<file path="config.mk">
export PLATFORM = sky130hd
export DESIGN_NAME = seq_pattern_gen_flat
export DESIGN_NICKNAME = d
export VERILOG_FILES = /design/src/rtl/seq_pattern_gen_if.sv /design/src/rtl/seq_pattern_gen.sv /design/src/flat_wrapper.sv
export SDC_FILE = /design/constraint.sdc
export NUM_CORES = 1
export LEC_CHECK = 0
export CORE_ASPECT_RATIO = 0.7
export CORE_MARGIN = 10
export CORE_UTILIZATION = 25
export DETAILED_ROUTE_END_ITERATION = 12
export HOLD_SLACK_MARGIN = 0.12
export PLACE_DENSITY_LB_ADDON = 0.3
export SYNTH_ARGS = -nofsm -noshare
export SYNTH_HDL_FRONTEND = slang
export SYNTH_SLANG_ARGS = --single-unit
export TNS_END_PERCENT = 5
</file>
<file path="constraint.sdc">
create_clock -name clk -period 2.4 [get_ports clk]
set_input_delay 0.36 -clock clk [delete_from_list [all_inputs] [get_ports clk]]
set_output_delay 0.36 -clock clk [all_outputs]
set_load 0.02 [all_outputs]
</file>
<file path="src/rtl/seq_pattern_gen_if.sv">
// rtl/seq_pattern_gen_if.sv - pattern word handshake and serial control stream bundle
interface seq_pattern_gen_if #(
    parameter int WIDTH = 8,
    parameter int GAP_W = 4
);
    localparam int LW = $clog2(WIDTH) + 1;

    logic             in_vld;
    logic             in_rdy;
    logic [WIDTH-1:0] in_data;
    logic [LW-1:0]    in_len;
    logic [3:0]       in_rep;
    logic [GAP_W-1:0] in_gap;
    logic             C;
    logic             C_vld;
    logic             done;
    logic             err;
    logic             busy;

    modport master (
        output in_vld, in_data, in_len, in_rep, in_gap,
        input  in_rdy, C, C_vld, done, err, busy
    );

    modport slave (
        input  in_vld, in_data, in_len, in_rep, in_gap,
        output in_rdy, C, C_vld, done, err, busy
    );
endinterface

</file>
<file path="src/rtl/seq_pattern_gen.sv">
// rtl/seq_pattern_gen.sv - serializes buffered pattern words MSB-first with repeat and gap control
module seq_pattern_gen #(
    parameter int WIDTH = 8,
    parameter int GAP_W = 4
) (
    input  logic             clk,
    input  logic             rst,
    seq_pattern_gen_if.slave bus
);
    localparam int LW = $clog2(WIDTH) + 1;
    localparam int IW = $clog2(WIDTH);

    typedef enum logic [1:0] {S_IDLE, S_SHIFT, S_GAP} state_t;

    state_t           state, state_n;
    logic [IW-1:0]    idx, idx_n;
    logic [3:0]       rep_left, rep_n;
    logic [GAP_W-1:0] gap_cnt, gap_cnt_n;
    logic [WIDTH-1:0] act_data, act_data_n;
    logic [IW-1:0]    act_last, act_last_n;
    logic [GAP_W-1:0] act_gap, act_gap_n;

    logic             pend_full, pend_full_n;
    logic [WIDTH-1:0] pend_data;
    logic [IW-1:0]    pend_last;
    logic [3:0]       pend_rep;
    logic [GAP_W-1:0] pend_gap;

    logic             c_q, c_vld_q, done_q, err_q, busy_q;
    logic             c_n, c_vld_n, done_n, busy_n;
    logic             rdy, accept, store, load;
    logic [LW-1:0]    len_clamped;
    logic [IW-1:0]    in_last;

    assign rdy         = !pend_full && !rst;
    assign accept      = bus.in_vld && rdy;
    assign store       = accept && (bus.in_len != '0);
    assign len_clamped = (bus.in_len > LW'(WIDTH)) ? LW'(WIDTH) : bus.in_len;
    assign in_last     = IW'(len_clamped - LW'(1));

    // rep_left==0 while in GAP marks the trailing gap before a queued word
    always_comb begin
        state_n    = state;
        idx_n      = idx;
        rep_n      = rep_left;
        gap_cnt_n  = gap_cnt;
        act_data_n = act_data;
        act_last_n = act_last;
        act_gap_n  = act_gap;
        load       = 1'b0;
        case (state)
            S_IDLE: begin
                if (pend_full) load = 1'b1;
            end
            S_SHIFT: begin
                if (idx != '0) begin
                    idx_n = idx - IW'(1);
                end else if (rep_left > 4'd1) begin
                    rep_n = rep_left - 4'd1;
                    if (act_gap == '0) begin
                        idx_n = act_last;
                    end else begin
                        state_n   = S_GAP;
                        gap_cnt_n = act_gap;
                    end
                end else if (pend_full) begin
                    if (act_gap == '0) begin
                        load = 1'b1;
                    end else begin
                        state_n   = S_GAP;
                        gap_cnt_n = act_gap;
                        rep_n     = 4'd0;
                    end
                end else begin
                    state_n = S_IDLE;
                end
            end
            S_GAP: begin
                if (gap_cnt > GAP_W'(1)) begin
                    gap_cnt_n = gap_cnt - GAP_W'(1);
                end else if (rep_left != 4'd0) begin
                    state_n = S_SHIFT;
                    idx_n   = act_last;
                end else if (pend_full) begin
                    load = 1'b1;
                end else begin
                    state_n = S_IDLE;
                end
            end
            default: state_n = S_IDLE;
        endcase

        if (load) begin
            state_n    = S_SHIFT;
            act_data_n = pend_data;
            act_last_n = pend_last;
            act_gap_n  = pend_gap;
            idx_n      = pend_last;
            rep_n      = (pend_rep == 4'd0) ? 4'd1 : pend_rep;
            gap_cnt_n  = '0;
        end

        pend_full_n = (pend_full && !load) || store;
        c_vld_n     = (state_n == S_SHIFT);
        c_n         = c_vld_n && act_data_n[idx_n];
        done_n      = c_vld_n && (idx_n == '0) && (rep_n == 4'd1);
        busy_n      = (state_n != S_IDLE) || pend_full_n;
    end

    always_ff @(posedge clk) begin
        if (rst) begin
            state     <= S_IDLE;
            idx       <= '0;
            rep_left  <= '0;
            gap_cnt   <= '0;
            act_data  <= '0;
            act_last  <= '0;
            act_gap   <= '0;
            pend_full <= 1'b0;
            pend_data <= '0;
            pend_last <= '0;
            pend_rep  <= '0;
            pend_gap  <= '0;
            c_q       <= 1'b0;
            c_vld_q   <= 1'b0;
            done_q    <= 1'b0;
            err_q     <= 1'b0;
            busy_q    <= 1'b0;
        end else begin
            state     <= state_n;
            idx       <= idx_n;
            rep_left  <= rep_n;
            gap_cnt   <= gap_cnt_n;
            act_data  <= act_data_n;
            act_last  <= act_last_n;
            act_gap   <= act_gap_n;
            pend_full <= pend_full_n;
            if (store) begin
                pend_data <= bus.in_data;
                pend_last <= in_last;
                pend_rep  <= bus.in_rep;
                pend_gap  <= bus.in_gap;
            end
            c_q     <= c_n;
            c_vld_q <= c_vld_n;
            done_q  <= done_n;
            err_q   <= accept && (bus.in_len == '0);
            busy_q  <= busy_n;
        end
    end

    assign bus.in_rdy = rdy;
    assign bus.C      = c_q;
    assign bus.C_vld  = c_vld_q;
    assign bus.done   = done_q;
    assign bus.err    = err_q;
    assign bus.busy   = busy_q;
endmodule
</file>
<file path="src/flat_wrapper.sv">
// flat-port wrapper written by rule: the top's interface ports become plain ports
module seq_pattern_gen_flat 
#(
    parameter int WIDTH = 8,
    parameter int GAP_W = 4
)
  (clk, rst, bus_in_vld, bus_in_data, bus_in_len, bus_in_rep, bus_in_gap, bus_in_rdy, bus_C, bus_C_vld, bus_done, bus_err, bus_busy);
  seq_pattern_gen_if #(.WIDTH(WIDTH), .GAP_W(GAP_W)) bus_i ();
  input  logic clk;
  input  logic rst;
  input wire logic [$bits(bus_i.in_vld)-1:0] bus_in_vld;
  input wire logic [$bits(bus_i.in_data)-1:0] bus_in_data;
  input wire logic [$bits(bus_i.in_len)-1:0] bus_in_len;
  input wire logic [$bits(bus_i.in_rep)-1:0] bus_in_rep;
  input wire logic [$bits(bus_i.in_gap)-1:0] bus_in_gap;
  output wire logic [$bits(bus_i.in_rdy)-1:0] bus_in_rdy;
  output wire logic [$bits(bus_i.C)-1:0] bus_C;
  output wire logic [$bits(bus_i.C_vld)-1:0] bus_C_vld;
  output wire logic [$bits(bus_i.done)-1:0] bus_done;
  output wire logic [$bits(bus_i.err)-1:0] bus_err;
  output wire logic [$bits(bus_i.busy)-1:0] bus_busy;
  assign bus_i.in_vld = bus_in_vld;
  assign bus_i.in_data = bus_in_data;
  assign bus_i.in_len = bus_in_len;
  assign bus_i.in_rep = bus_in_rep;
  assign bus_i.in_gap = bus_in_gap;
  assign bus_in_rdy = bus_i.in_rdy;
  assign bus_C = bus_i.C;
  assign bus_C_vld = bus_i.C_vld;
  assign bus_done = bus_i.done;
  assign bus_err = bus_i.err;
  assign bus_busy = bus_i.busy;
  seq_pattern_gen #(.WIDTH(WIDTH), .GAP_W(GAP_W)) u_core (.clk(clk), .rst(rst), .bus(bus_i));
endmodule
</file>
# Word-level counts from Yosys, hierarchy flattened

Cells that the tools add are included.
W data, S select, Z words.

Register bits after elaboration: 53
Output and inout port bits: 6
Word-level logic and storage cells: 98

$add $sub $neg: 4
Magnitude comparators: 4
Eq/ne operators: 7
Multiplexer cells: 41
Reduce and logical (&&, ||, !) cells: 25

Operators by type and width:

| operator              | number |
|---|---|
| $mux W4               | 12 |
| $mux W3               | 7 |
| $mux W2               | 8 |
| $logic_not A4 Y1      | 3 |
| $gt A4 B1 Y1 const B  | 2 |
| $logic_and A1 B1 Y1   | 8 |
| $mux W1               | 8 |
| $mux W8               | 1 |
| $pmux W4 S2           | 1 |
| $reduce_bool A4 Y1    | 2 |
| $sub A4 B1 Y4 const B | 2 |
| $pmux W2 S3           | 1 |
| $pmux W3 S2           | 1 |
| $sub A3 B1 Y3 const B | 2 |
| $eq A2 B1 Y1 const B  | 2 |
| $eq A4 B1 Y1 const B  | 1 |
| $gt A4 B4 Y1 const B  | 1 |
| $lt A3 B4 Y1 const B  | 1 |
| $reduce_and A4 Y1     | 1 |
| $reduce_bool A2 Y1    | 2 |
| $bmux W1 S3           | 1 |
| $logic_not A1 Y1      | 3 |
| $logic_not A3 Y1      | 1 |
| $ne A3 B1 Y1 const B  | 1 |
| other kinds (8)       | 9 |

# Logic depth before layout (Yosys ltp)

Depth in word-level cells: 10
Gate-level depth with buffers: 11
Depth with buffers taken out: 9

# Worst setup path before layout

Ideal clock, no wire load.

Path kind: flip-flop to flip-flop
Start: reg u_core.gap_cnt[0]
End: reg u_core.done_q (netlist: u_core.bus.done)
Setup time: 0.073 ns
Arrival time: 2.343 ns
Data required time: 2.327 ns
Path slack: -0.016 ns
Cell stages (with the launch flop): 10
Cell sequence: dfxtp_1 > inv_1 > ha_1 > o21bai_1 > nor4_1 > o311ai_2 > clkbuf_1 > mux2i_1 > nand3_2 > nor3_2

Word-level cells in the longest chain between the ends: 7
Elaborated cells between the ends (all ways): 15
Classes of those cells: order compare (1); eq/ne (2); mux (9); reduce/logical (3)

RTL lines:

| item                                             | line                                           | source |
|---|---|---|
| start, declared                                  | seq_pattern_gen.sv:18                          | `logic [GAP_W-1:0] gap_cnt, gap_cnt_n;` |
| start signal, assigned                           | seq_pattern_gen.sv:133                         | `gap_cnt <= gap_cnt_n;` |
| $gt A4 B1 Y1 *                                   | seq_pattern_gen.sv:79                          | `if (gap_cnt > GAP_W'(1)) begin` |
| $mux W2 (tied with other cells)                  | seq_pattern_gen.sv:79                          |  |
| $pmux W2 S3 (tied with other cells)              | seq_pattern_gen.sv:51                          | `case (state)` |
| $mux W2 or $mux W3 (tied branches)               | seq_pattern_gen.sv:93                          | `if (load) begin` |
| $eq A2 B1 Y1 or $logic_not A3 Y1 (tied branches) | seq_pattern_gen.sv:104, seq_pattern_gen.sv:106 |  |
| $logic_and A1 B1 Y1                              | seq_pattern_gen.sv:106                         | `done_n = c_vld_n && (idx_n == '0) && (rep_n == 4'd1);` |
| $logic_and A1 B1 Y1 *                            | seq_pattern_gen.sv:106                         |  |
| end signal, assigned                             | seq_pattern_gen.sv:146                         | `done_q <= done_n;` |
| end, declared                                    | seq_pattern_gen.sv:29                          | `logic c_q, c_vld_q, done_q, err_q, busy_q;` |

Mark *: on every way between the ends. The rest lies on a longest branch, timed or not.
A chain may end at the register's enable or synchronous reset.

# Final worst setup path

Start: reg u_core.act_gap[2]
End: reg u_core.c_q (netlist: u_core.bus.C)

Word-level cells in the longest chain between the ends: 10
Elaborated cells between the ends (all ways): 22
Classes of those cells: eq/ne (1); mux (19); reduce/logical (2)

RTL lines:

| item                               | line                                         | source |
|---|---|---|
| start, declared                    | seq_pattern_gen.sv:21                        | `logic [GAP_W-1:0] act_gap, act_gap_n;` |
| start signal, assigned             | seq_pattern_gen.sv:136                       | `act_gap <= act_gap_n;` |
| $logic_not A4 Y1 *                 | seq_pattern_gen.sv:60, seq_pattern_gen.sv:67 |  |
| $mux W1                            | seq_pattern_gen.sv:67                        | `if (act_gap == '0) begin` |
| $mux W1                            | seq_pattern_gen.sv:66                        | `end else if (pend_full) begin` |
| $mux W1                            | seq_pattern_gen.sv:58                        | `end else if (rep_left > 4'd1) begin` |
| $mux W1                            | seq_pattern_gen.sv:56                        | `if (idx != '0) begin` |
| $pmux W1 S3                        | seq_pattern_gen.sv:51                        |  |
| $mux W8 or $mux W3 (tied branches) | seq_pattern_gen.sv:93                        |  |
| $bmux W1 S3                        | seq_pattern_gen.sv:105                       | `c_n = c_vld_n && act_data_n[idx_n];` |
| $mux W1 (implied by the code)      | seq_pattern_gen.sv:105                       |  |
| $logic_and A1 B1 Y1 *              | seq_pattern_gen.sv:105                       |  |
| end signal, assigned               | seq_pattern_gen.sv:144                       | `c_q <= c_n;` |
| end, declared                      | seq_pattern_gen.sv:29                        |  |

Mark *: on every way between the ends. The rest lies on a longest branch, timed or not. The select of a mux whose other input is x is not followed.

==> results.sh <==
export IMPL_p_switching_mw=0.674
export IMPL_slew_violations=0
export IMPL_p_leak_nw=1.39
export IMPL_clk_pin_slew_ns=0.08
export IMPL_crit_fanout=5
export IMPL_root_buffer="clkbuf_16"
export IMPL_ctsHoldBuffers=0
export IMPL_syn_mean_instance_area_um2=8.06
export IMPL_pwr_density_cell_nw_per_um2=616
export IMPL_avgRoutedWirePerCell_um=14.0
export IMPL_dr_pass1_iters=5
export IMPL_worstMarginPinSlew_ns=0.589
export IMPL_critPathTopFamily="compound AO/OA/AOI/OAI gates"
export IMPL_crit_chain="or4_4 > buf_6 > a2111oi_2 > o31a_2 > a21o_4 > buf_4 > mux2i_1 > a211o_1 > o22ai_1"
export IMPL_regArea_um2=1060
export IMPL_multi_input_area_um2=1690
export IMPL_synthCells=341
export IMPL_cts_buffer_depth=2
export IMPL_max_freq_mhz=417
export IMPL_ys_types=59
export IMPL_initial_core_util_pct=26.0
export IMPL_hold_violations=0
export IMPL_io_buffers=28
export IMPL_clockPowerShare_pct=37.4
export IMPL_nFillCells=1129
export IMPL_avgViaCountPerCell=4.66
export IMPL_core_um2=10600
export IMPL_antenna_found_initial=0
export IMPL_grt_overflow_total=0
export IMPL_vias=2559
export IMPL_power_frac_seq_pct=41.2
export IMPL_swShare_pct=28.9
export IMPL_yosys_warnings=0
export IMPL_die_x_um=145
export IMPL_ir_drop_uv=347
export IMPL_drive_gt1_share_pct=23.2
export IMPL_drt_iter0_drc=172
export IMPL_place_area_um2=3420
export IMPL_grt_pass1_wl_um=12600
export IMPL_rsz0062_at_grt="true"
export IMPL_insertion_delay_ns=0.30
export IMPL_grtUsageTotal_pct=9.72
export IMPL_die_h_um=108
export IMPL_cp_start_kind="flop"
export IMPL_drt_wl_total_um=7690
export IMPL_critPathBufInv=2
export IMPL_syn_nets=375
export IMPL_die_area_um2=15700
export IMPL_worstPathArrival_ns=2.63
export IMPL_route_detailed_drc=0
export IMPL_stdcell_area_um2=3780
export IMPL_ant_nets=0
export IMPL_critPathKind="flop to flop"
export IMPL_max_slew_margin_pct=60.7
export IMPL_tns_ns=0
export IMPL_nets=434
export IMPL_p_int_mw=1.66
export IMPL_synth_edf_count=0
export IMPL_slowest_delay_ns=0.58
export IMPL_fp_row_count=31
export IMPL_synth_async_reset_ratio_pct=0
export IMPL_dpl_hpwl_um=5710
export IMPL_finClkSkew_ns=0.00534
export IMPL_cts_buffers=5
export IMPL_ys_seq_elements=53
export IMPL_first_global_vias=2430
export IMPL_tritoncts="built"
export IMPL_area_growth_synth_to_final_pct=37.6
export IMPL_setup_violations=0
export IMPL_cap_violations=0
export IMPL_hp_class="flop to flop"
export IMPL_grt_start_max_net_pins=49
export IMPL_total_power_mw=2.33
export IMPL_top_level_ports=29
export IMPL_worstSetupEndpointType="flop"
export IMPL_cts_sinks=53
export IMPL_cp_slowest_cell="or4_4"
export IMPL_synthFlopType="dfxtp_1"
export IMPL_power_frac_comb_pct=21.4
export IMPL_status="finished clean"
export IMPL_yosysSeqAreaShare_pct=38.6
export IMPL_gp_congestion=0.865
export IMPL_syn_cell_area_um2=2750
export IMPL_n_antenna_cell=0
export IMPL_period_share_pct=99.9
export IMPL_worstPathRequired_ns=2.63
export IMPL_period_needed_ns=2.40
export IMPL_htreeDepth=2
-- placed cells by master (no fill, tap or decap), types with 3 or more instances in the layout --
master,n
inv_1,16
a2111oi_2,4
a211o_1,3
ha_1,7
a211oi_1,6
clkdlybuf4s50_1,27
buf_4,41
nand3_1,5
nand2_1,68
nor3_1,9
dfxtp_1,50
dfxtp_2,3
nor2_1,21
a21oi_1,43
nand2b_1,5
a31oi_1,3
mux2i_1,6
o21ai_0,5
clkbuf_16,5
-- path summary, 6_finish.rpt --
path / slack (ns) / end / from / cells past startpoint
setup / recovery: 0.002 / u_core.bus.C / u_core.act_gap[2] / 9
setup reg to reg: 0.002 / u_core.bus.C / u_core.act_gap[2] / 9
hold reg to reg: 0.46 / u_core.act_last[2] / u_core.act_last[2] / 2
hold / removal: 0.46 / u_core.act_last[2] / u_core.act_last[2] / 2
-- layout make-up --
cell class	instances	area share, %
inverter	18	1.79
sequential	53	28.2
clock buffer	5	3.31
tap	148	4.90
clock inverter	3	1.32
timing repair buffer	70	15.7
multi-input combinational	252	44.8
-- power groups by stage --
stage / Clock (mW) / Sequential (mW) / Combinational (mW)
finish: 0.872 / 0.960 / 0.498
CTS: 0.889 / 0.958 / 0.481
global placement: 0 / 0.977 / 0.448
floorplan: 0 / 0.971 / 0.267
global route: 0.913 / 0.967 / 0.545
detailed placement: 0 / 0.977 / 0.451
-- worst reg2reg max path, cell delays in order (launching register included) --
cell and delay (ns):
dfxtp_2 0.32, or4_4 0.58, buf_6 0.16, a2111oi_2 0.33, o31a_2 0.23, a21o_4 0.14, buf_4 0.11, mux2i_1 0.06
a211o_1 0.30, o22ai_1 0.11
-- cell usage after synthesis (2+ instances only) --
cell type  count  area [um2]
or4_1          2        15.0
mux2i_1        6        60.1
nor3b_1        2        15.0
nor3_1        10        50.1
nor4b_1        2        17.5
and2_1         2        12.5
a22oi_1        2        15.0
dfxtp_1       53        1060
o31ai_1        4        30.0
clkbuf_1      13        48.8
a21oi_1       45         225
a21o_1         2        15.0
buf_2          4        20.0
a31oi_1        3        18.8
nand3_1        5        25.0
nand2b_1       5        31.3
ha_1          11         138
o21ai_0        6        30.0
nor2b_1        3        18.8
a211oi_1       8        60.1
nor4_1         2        12.5
a2111oi_0      4        35.0
nand2_1       68         255
nor2_1        23        86.3
inv_1         18        67.6
mux4_2         2        45.0
and3_1         2        12.5
a211o_1        3        26.3
-- state kept, by name, summed over array words and instances (netlist names) --
| register | count |
|---|---|
| u_core.bus.C | 1 |
| u_core.pend_last | 3 |
| u_core.bus.err | 1 |
| u_core.act_data | 8 |
| u_core.act_last | 3 |
| u_core.bus.done | 1 |
| u_core.act_gap | 4 |
| u_core.bus.C_vld | 1 |
| u_core.bus.busy | 1 |
| u_core.state | 2 |
| u_core.idx | 3 |
| u_core.rep_left | 4 |
| u_core.pend_rep | 4 |
| u_core.pend_full | 1 |
| u_core.gap_cnt | 4 |
| u_core.pend_gap | 4 |
| u_core.pend_data | 8 |
-- kinds of logic (layout without fill, tap and decap cells) --
group | count (synthesis) | count (layout) | share of synthesized area [%]
and+or+nand+nor | 137 | 137 | 23.7
adders and majority gates | 11 | 11 | 5.01
muxes | 8 | 8 | 3.83
buffers and inverters | 36 | 96 | 5.10
xor gates and xnor gates | 1 | 1 | 0.319
AOI/OAI and AO/OA | 95 | 95 | 23.4
DFF | 53 | 53 | 38.6
-- layer usage --
layer,vias to the layer above,global-route usage (%),part of all wire [%]
met3,8,2.86,6.3
met2,72,13.3,39
li1,1321,-,-
met4,0,2.81,1.0
met5,-,0,0
met1,1158,14.2,54
-- stage by stage --
stage,hold WS [ns],instances,util [%],worst slack [ns]
2_1_floorplan,0.432,341,-,0.00463
3_3_place_gp,0.445,535,32.4,-0.0802
3_5_place_dp,0.450,535,32.4,-0.222
4_1_cts,0.461,547,35.1,0.00342
5_1_grt,0.488,549,35.8,-0.0831
6_report,0.457,549,35.8,0.00221
-- timing repair --
action,in CTS,in global routing
buffers inserted,4,2
setup endpoints to repair,3,21
gates resized for setup,23,17
pin swaps,3,12
(Power assumes the default switching activity.)
